`src/rtl/led_strip_driver.sv`:
```
// led_strip_driver
//   Single-wire NRZ driver for a WS2812-class LED strand. Walks LED addresses
//   0..NUM_LEDS-1, fetches a 24-bit colour per LED from the colour buffer,
//   shifts it out GRB / MSB first, and closes each frame with a low latch
//   period. Frames repeat while enable is high.
//
// Ports
//   clk_led                   LED clock
//   rst                       asynchronous, active-high reset
//   enable                    run frames continuously while high
//   next_led_request_address  address presented to the colour buffer
//   green_in/red_in/blue_in   colour from the buffer for that address
//   color_valid               buffer data stable for the current address
//   strand_out                registered serial data line
//   busy                      high whenever the driver is not idle
//   frame_done                one-cycle pulse after each latch period
//   fetch_timeout_err         sticky flag, set on any fetch timeout
module led_strip_driver #(
  parameter int unsigned NUM_LEDS          = 50,
  parameter int unsigned LED_ADDRESS_WIDTH = 10,
  parameter int unsigned T0H_CYCLES        = 40,
  parameter int unsigned T0L_CYCLES        = 85,
  parameter int unsigned T1H_CYCLES        = 80,
  parameter int unsigned T1L_CYCLES        = 45,
  parameter int unsigned RESET_CYCLES      = 5000,
  parameter int unsigned FETCH_MIN_CYCLES  = 2,
  parameter int unsigned FETCH_TIMEOUT     = 64
) (
  input  logic                         clk_led,
  input  logic                         rst,
  input  logic                         enable,
  output logic [LED_ADDRESS_WIDTH-1:0] next_led_request_address,
  input  logic [7:0]                   green_in,
  input  logic [7:0]                   red_in,
  input  logic [7:0]                   blue_in,
  input  logic                         color_valid,
  output logic                         strand_out,
  output logic                         busy,
  output logic                         frame_done,
  output logic                         fetch_timeout_err
);

  localparam int unsigned MAX_H   = (T0H_CYCLES > T1H_CYCLES) ? T0H_CYCLES : T1H_CYCLES;
  localparam int unsigned MAX_L   = (T0L_CYCLES > T1L_CYCLES) ? T0L_CYCLES : T1L_CYCLES;
  localparam int unsigned MAX_HL  = (MAX_H > MAX_L) ? MAX_H : MAX_L;
  localparam int unsigned MAX_T   = (MAX_HL > RESET_CYCLES) ? MAX_HL : RESET_CYCLES;
  localparam int unsigned TIMER_W = $clog2(MAX_T + 1);
  localparam int unsigned FETCH_W = $clog2(FETCH_TIMEOUT + 1);
  localparam int unsigned IDX_W   = (NUM_LEDS > 1) ? $clog2(NUM_LEDS) : 1;

  localparam logic [TIMER_W-1:0] T0H_LAST   = TIMER_W'(T0H_CYCLES - 1);
  localparam logic [TIMER_W-1:0] T0L_LAST   = TIMER_W'(T0L_CYCLES - 1);
  localparam logic [TIMER_W-1:0] T1H_LAST   = TIMER_W'(T1H_CYCLES - 1);
  localparam logic [TIMER_W-1:0] T1L_LAST   = TIMER_W'(T1L_CYCLES - 1);
  localparam logic [TIMER_W-1:0] RESET_LAST = TIMER_W'(RESET_CYCLES - 1);
  localparam logic [FETCH_W-1:0] FETCH_MIN  = FETCH_W'(FETCH_MIN_CYCLES);
  localparam logic [FETCH_W-1:0] FETCH_LAST = FETCH_W'(FETCH_TIMEOUT - 1);
  localparam logic [IDX_W-1:0]   LAST_IDX   = IDX_W'(NUM_LEDS - 1);

  typedef enum logic [2:0] {
    IDLE,
    FETCH,
    SEND_HIGH,
    SEND_LOW,
    LATCH
  } state_t;

  state_t               state, state_next;
  logic [IDX_W-1:0]     led_idx, led_idx_next;
  logic [FETCH_W-1:0]   fetch_cnt, fetch_cnt_next;
  logic [4:0]           bit_cnt, bit_cnt_next;
  logic [23:0]          shift_reg, shift_next;
  logic [TIMER_W-1:0]   timer, timer_next;
  logic                 err_next;
  logic                 frame_done_next;
  logic [TIMER_W-1:0]   high_last;
  logic [TIMER_W-1:0]   low_last;

  // The bit being sent is always shift_reg[23]; it only shifts when leaving SEND_LOW.
  assign high_last = shift_reg[23] ? T1H_LAST : T0H_LAST;
  assign low_last  = shift_reg[23] ? T1L_LAST : T0L_LAST;

  assign busy                     = (state != IDLE);
  assign next_led_request_address = LED_ADDRESS_WIDTH'(led_idx);

  always_comb begin
    state_next      = state;
    led_idx_next    = led_idx;
    fetch_cnt_next  = fetch_cnt;
    bit_cnt_next    = bit_cnt;
    shift_next      = shift_reg;
    timer_next      = timer;
    err_next        = fetch_timeout_err;
    frame_done_next = 1'b0;
    case (state)
      IDLE: begin
        led_idx_next = '0;
        if (enable) begin
          fetch_cnt_next = '0;
          state_next     = FETCH;
        end
      end
      FETCH: begin
        if (fetch_cnt != '1) fetch_cnt_next = fetch_cnt + FETCH_W'(1);
        // Accept wins over timeout when both land on the same cycle.
        if (color_valid && (fetch_cnt >= FETCH_MIN)) begin
          shift_next   = {green_in, red_in, blue_in};
          bit_cnt_next = 5'd23;
          timer_next   = '0;
          state_next   = SEND_HIGH;
        end else if (fetch_cnt >= FETCH_LAST) begin
          shift_next   = '0;
          err_next     = 1'b1;
          bit_cnt_next = 5'd23;
          timer_next   = '0;
          state_next   = SEND_HIGH;
        end
      end
      SEND_HIGH: begin
        if (timer >= high_last) begin
          timer_next = '0;
          state_next = SEND_LOW;
        end else begin
          timer_next = timer + TIMER_W'(1);
        end
      end
      SEND_LOW: begin
        if (timer >= low_last) begin
          timer_next = '0;
          if (bit_cnt != 5'd0) begin
            shift_next   = {shift_reg[22:0], 1'b0};
            bit_cnt_next = bit_cnt - 5'd1;
            state_next   = SEND_HIGH;
          end else if (led_idx < LAST_IDX) begin
            led_idx_next   = led_idx + IDX_W'(1);
            fetch_cnt_next = '0;
            state_next     = FETCH;
          end else begin
            state_next = LATCH;
          end
        end else begin
          timer_next = timer + TIMER_W'(1);
        end
      end
      LATCH: begin
        if (timer >= RESET_LAST) begin
          timer_next      = '0;
          led_idx_next    = '0;
          fetch_cnt_next  = '0;
          frame_done_next = 1'b1;
          state_next      = enable ? FETCH : IDLE;
        end else begin
          timer_next = timer + TIMER_W'(1);
        end
      end
      default: state_next = IDLE;
    endcase
  end

  always_ff @(posedge clk_led or posedge rst) begin
    if (rst) begin
      state             <= IDLE;
      led_idx           <= '0;
      fetch_cnt         <= '0;
      bit_cnt           <= '0;
      shift_reg         <= '0;
      timer             <= '0;
      strand_out        <= 1'b0;
      frame_done        <= 1'b0;
      fetch_timeout_err <= 1'b0;
    end else begin
      state             <= state_next;
      led_idx           <= led_idx_next;
      fetch_cnt         <= fetch_cnt_next;
      bit_cnt           <= bit_cnt_next;
      shift_reg         <= shift_next;
      timer             <= timer_next;
      // Registered line is high exactly while the FSM sits in SEND_HIGH.
      strand_out        <= (state_next == SEND_HIGH);
      frame_done        <= frame_done_next;
      fetch_timeout_err <= err_next;
    end
  end

endmodule
```
`config.mk`:
```
export PLATFORM = sky130hd
export DESIGN_NAME = led_strip_driver
export DESIGN_NICKNAME = d
export VERILOG_FILES = /design/src/rtl/led_strip_driver.sv
export SDC_FILE = /design/constraint.sdc
export NUM_CORES = 1
export LEC_CHECK = 0
export BUFFER_PORTS_ARGS = -buffer_cell sky130_fd_sc_hd__buf_4
export CELL_PAD_IN_SITES_DETAIL_PLACEMENT = 1
export CELL_PAD_IN_SITES_GLOBAL_PLACEMENT = 1
export CORE_ASPECT_RATIO = 0.8
export CORE_UTILIZATION = 45
export CTS_BUF_LIST = sky130_fd_sc_hd__clkbuf_16
export CTS_CLUSTER_SIZE = 25
export DETAILED_ROUTE_END_ITERATION = 12
export PLACE_DENSITY_LB_ADDON = 0.1
export REMOVE_ABC_BUFFERS = 1
export SYNTH_ARGS = -nofsm -noshare
export SYNTH_HDL_FRONTEND = slang
export SYNTH_SLANG_ARGS = --single-unit
```
`constraint.sdc`:
```
create_clock -name clk_led -period 3.22 [get_ports clk_led]
set_input_delay 0.644 -clock clk_led [delete_from_list [all_inputs] [get_ports clk_led]]
set_output_delay 0.644 -clock clk_led [all_outputs]
set_load 0.05 [all_outputs]
```
==> results.yml <==
clock_network:
  clkSlewWorstSetupHoldPaths_ns: 0.06
  clock-sinks: 61
  hold_buffers: 0
  cts_setup_buffers: 0
  clockBufferDepth: 2
  cts.htree.levels: 3
  ctsResizeCount: 0
  cts_root_buf: "clkbuf_16"
  cts_tree: "yes"
  clk_latency_ns: 0.33
  numCtsBuffers: 9
yosys:
  synth_area_leaders: "dfrtp_1 41%, nand2_1 7.3%, mux2_4 7.2%"
  syn_area_per_cell_um2: 9.20
  yosys.area.top_type_share: 0.407
  synth-seq-area-share: 0.407
  netlist_area_um2: 3750
  ys_seq_elements: 61
  ys_async_sr_fraction: 1.00
  synth_top_cell_by_area: "dfrtp_1"
  synthFlopType: "dfrtp_1"
  ys_warn_count: 0
  synth_enable_flop_cells: 0
  syn_inst: 408
  synth.distinct_cells: 67
critical_path:
  path_buf_inv: 1
  crit_family: "compound AO/OA/AOI/OAI gates"
  critPathKind: "reg2reg"
  crit_required_ns: 3.43
  critPathArrivalTime_ns: 2.92
  start_kind: "register"
  critPathMaxStageDelay_ns: 0.52
  crit_path_cell_trace: "inv_1, ha_1, a211oi_1, or4b_1, a31o_1, a211oi_2, mux2_1"
  critPathCaptureType: "register"
  worstPathMaxFanout: 7
  critPathSlowestCell: "a211oi_2"
timing:
  fin_skew_ns: 0.00688
  finalSetupTns_ns: 0
  rsz0062_at_grt: "no"
  slew_headroom: 0.396
  post-route-period-util: 0.841
  clock.fmax_ghz: 0.369
  slew_violations: 0
  worst_pin_slew_ns: 0.891
  period_minus_slack_ns: 2.71
  hold_violations: 0
  setup_viol: 0
cells_and_area:
  drive_above_1_share: 0.208
  nets: 487
  num_antenna_cells: 0
  largest_reg_flops: 24
  flow.area_growth_from_synthesis_pct: 18.8
status:
  status: "completed"
global_route:
  antenna_found_initial: 0
  grt_first_pass_wirelength_um: 17100
  gr-total-overflow: 0
  grt_max_degree: 36
  grt_use_total: 0.246
  first_global_vias: 3414
floorplan:
  start_util: 0.468
  die_w_um: 104
  ios: 42
  dieArea_um2: 8710
  rows: 29
  dieHeight_um: 83.7
  coreArea_um2: 8020
place:
  place_hpwl_um: 6960
  gp_congestion: 0.818
  port_buffers: 37
route:
  vias: 3259
  first_iter_violations: 156
  viasPerCell: 5.83
  drt_wl_total_um: 9820
  antenna_left: 0
  drc: 0
  drtPass1Iterations: 4
  wl_per_cell_um: 17.6
flow_run:
  drv_cap: 0
min_path:
  hold_path_class: "in2async"
power:
  max-vdd-ir-drop_mv: 0.263
  p_per_area_nw_per_um2: 407
  leakage_nw: 1.88
  finalPower_mw: 1.81
==> power breakdown <==
group | switching (mW) | internal, mW | total (mW) | leakage (nW)
Combinational | 0.0440 | 0.0318 | 0.0759 | 1.04
Clock | 0.371 | 0.601 | 0.972 | 0.138
Sequential | 0 | 0.767 | 0.767 | 0.702
==> logic make-up (layout without fill, tap and decap cells) <==
logic type      Yosys count  after routing  share of synthesized area
compound gates          115            115                      0.199
other cells               1              4                   0.000999
flops                    61             61                      0.407
xor+xnor                  1              1                    0.00233
mux                      27             27                     0.0984
simple gates            153            153                      0.201
fa+ha+maj                13             13                     0.0433
buf+inv                  37             77                     0.0483
==> worst paths after layout <==
kind	startpoint	to	slack, ns	depth (start not counted)
max	shift_reg[23]$_DFFE_PP0P_	fetch_cnt[1]$_DFFE_PP0P_	0.51	7
min	rst	shift_reg[6]$_DFFE_PP0P_	0.39	2
max reg2reg	shift_reg[23]$_DFFE_PP0P_	fetch_cnt[1]$_DFFE_PP0P_	0.51	7
min reg2reg	shift_reg[21]$_DFFE_PP0P_	shift_reg[21]$_DFFE_PP0P_	0.49	1
max in group asynchronous	rst	fetch_cnt[0]$_DFFE_PP0P_	2.21	3
min in group clk_led	shift_reg[21]$_DFFE_PP0P_	shift_reg[21]$_DFFE_PP0P_	0.49	1
==> cell usage after synthesis (all sizes together), types with 3 or more instances <==
cell,count
nor2,17
and3,6
o22ai,6
or3,9
nor3,5
o31ai,3
nand2,73
inv,15
a31oi,3
clkbuf,10
o21a,5
buf,12
a211oi,7
nand4,6
o21ai,42
nand3,12
ha,13
a21oi,20
and2,4
dfrtp,61
mux2,25
a31o,3
nor2b,4
nand2b,3
o211ai,5
==> per-stage QoR <==
stage          utilization  cells  hold WS (ns)  setup slack [ns]  cell area [µm²]
2_1_floorplan            -    389         0.458            -0.481             3640
6_report             0.556    559         0.395             0.513             4460
5_1_grt              0.556    559         0.442             0.312             4460
4_1_cts              0.556    559         0.416             0.514             4460
3_3_place_gp         0.519    543         0.469             0.600             4160
3_5_place_dp         0.519    543         0.476             0.507             4160
==> worst reg2reg max path, delay by kind of cell (launching register included) <==
| family | cells | cell delay (ns) |
|---|---|---|
| compound gates | 3 | 0.89 |
| fa+ha+maj | 1 | 0.31 |
| buf+inv | 1 | 0.12 |
| flops | 1 | 0.43 |
| mux | 1 | 0.37 |
| simple gates | 1 | 0.49 |
==> area by class of cell <==
type / count / area (µm²)
Clock buffer: 9 / 225
Clock inverter: 7 / 75.1
Fill cell: 924 / 3560
Inverter: 15 / 56.3
Multi-Input combinational cell: 313 / 2070
Sequential cell: 61 / 1530
Tap cell: 108 / 135
Timing Repair Buffer: 46 / 370
==> cell usage in the layout (no fill, tap or decap), types with 2 or more instances in the layout <==
cell type | synthesis | routed
o22ai_1 | 6 | 6
o21ai_0 | 39 | 39
o211ai_1 | 5 | 5
nor3_1 | 4 | 4
nor4_1 | 2 | 2
nor2_1 | 16 | 16
inv_1 | 15 | 14
nand2b_1 | 3 | 3
a21oi_1 | 19 | 19
nand4_1 | 6 | 6
and2_1 | 4 | 4
o21ai_1 | 2 | 2
mux2i_1 | 2 | 2
a211oi_1 | 6 | 6
and3_1 | 6 | 6
a21o_1 | 2 | 2
clkbuf_16 | 0 | 9
a31oi_1 | 3 | 3
mux2_1 | 7 | 7
nand4b_1 | 2 | 2
conb_1 | 1 | 4
clkinvlp_4 | 0 | 3
dfrtp_1 | 61 | 61
mux2_4 | 18 | 18
nand3_1 | 12 | 12
ha_1 | 13 | 13
o31ai_1 | 3 | 3
buf_4 | 4 | 44
nor3b_1 | 2 | 2
buf_12 | 0 | 2
o21bai_1 | 2 | 2
nand2_1 | 73 | 73
a31o_2 | 2 | 2
a41oi_1 | 2 | 2
nor2b_1 | 4 | 4
o21a_1 | 5 | 5
or3_1 | 9 | 9
==> metal layers <==
metal | up-vias | track usage | part of all wire
met5 | - | 0 | 0
met4 | 0 | 0.0766 | 0.013
met3 | 15 | 0.0453 | 0.034
met2 | 57 | 0.399 | 0.47
met1 | 1631 | 0.335 | 0.49
li1 | 1556 | - | -
(Power assumes the default switching activity.)
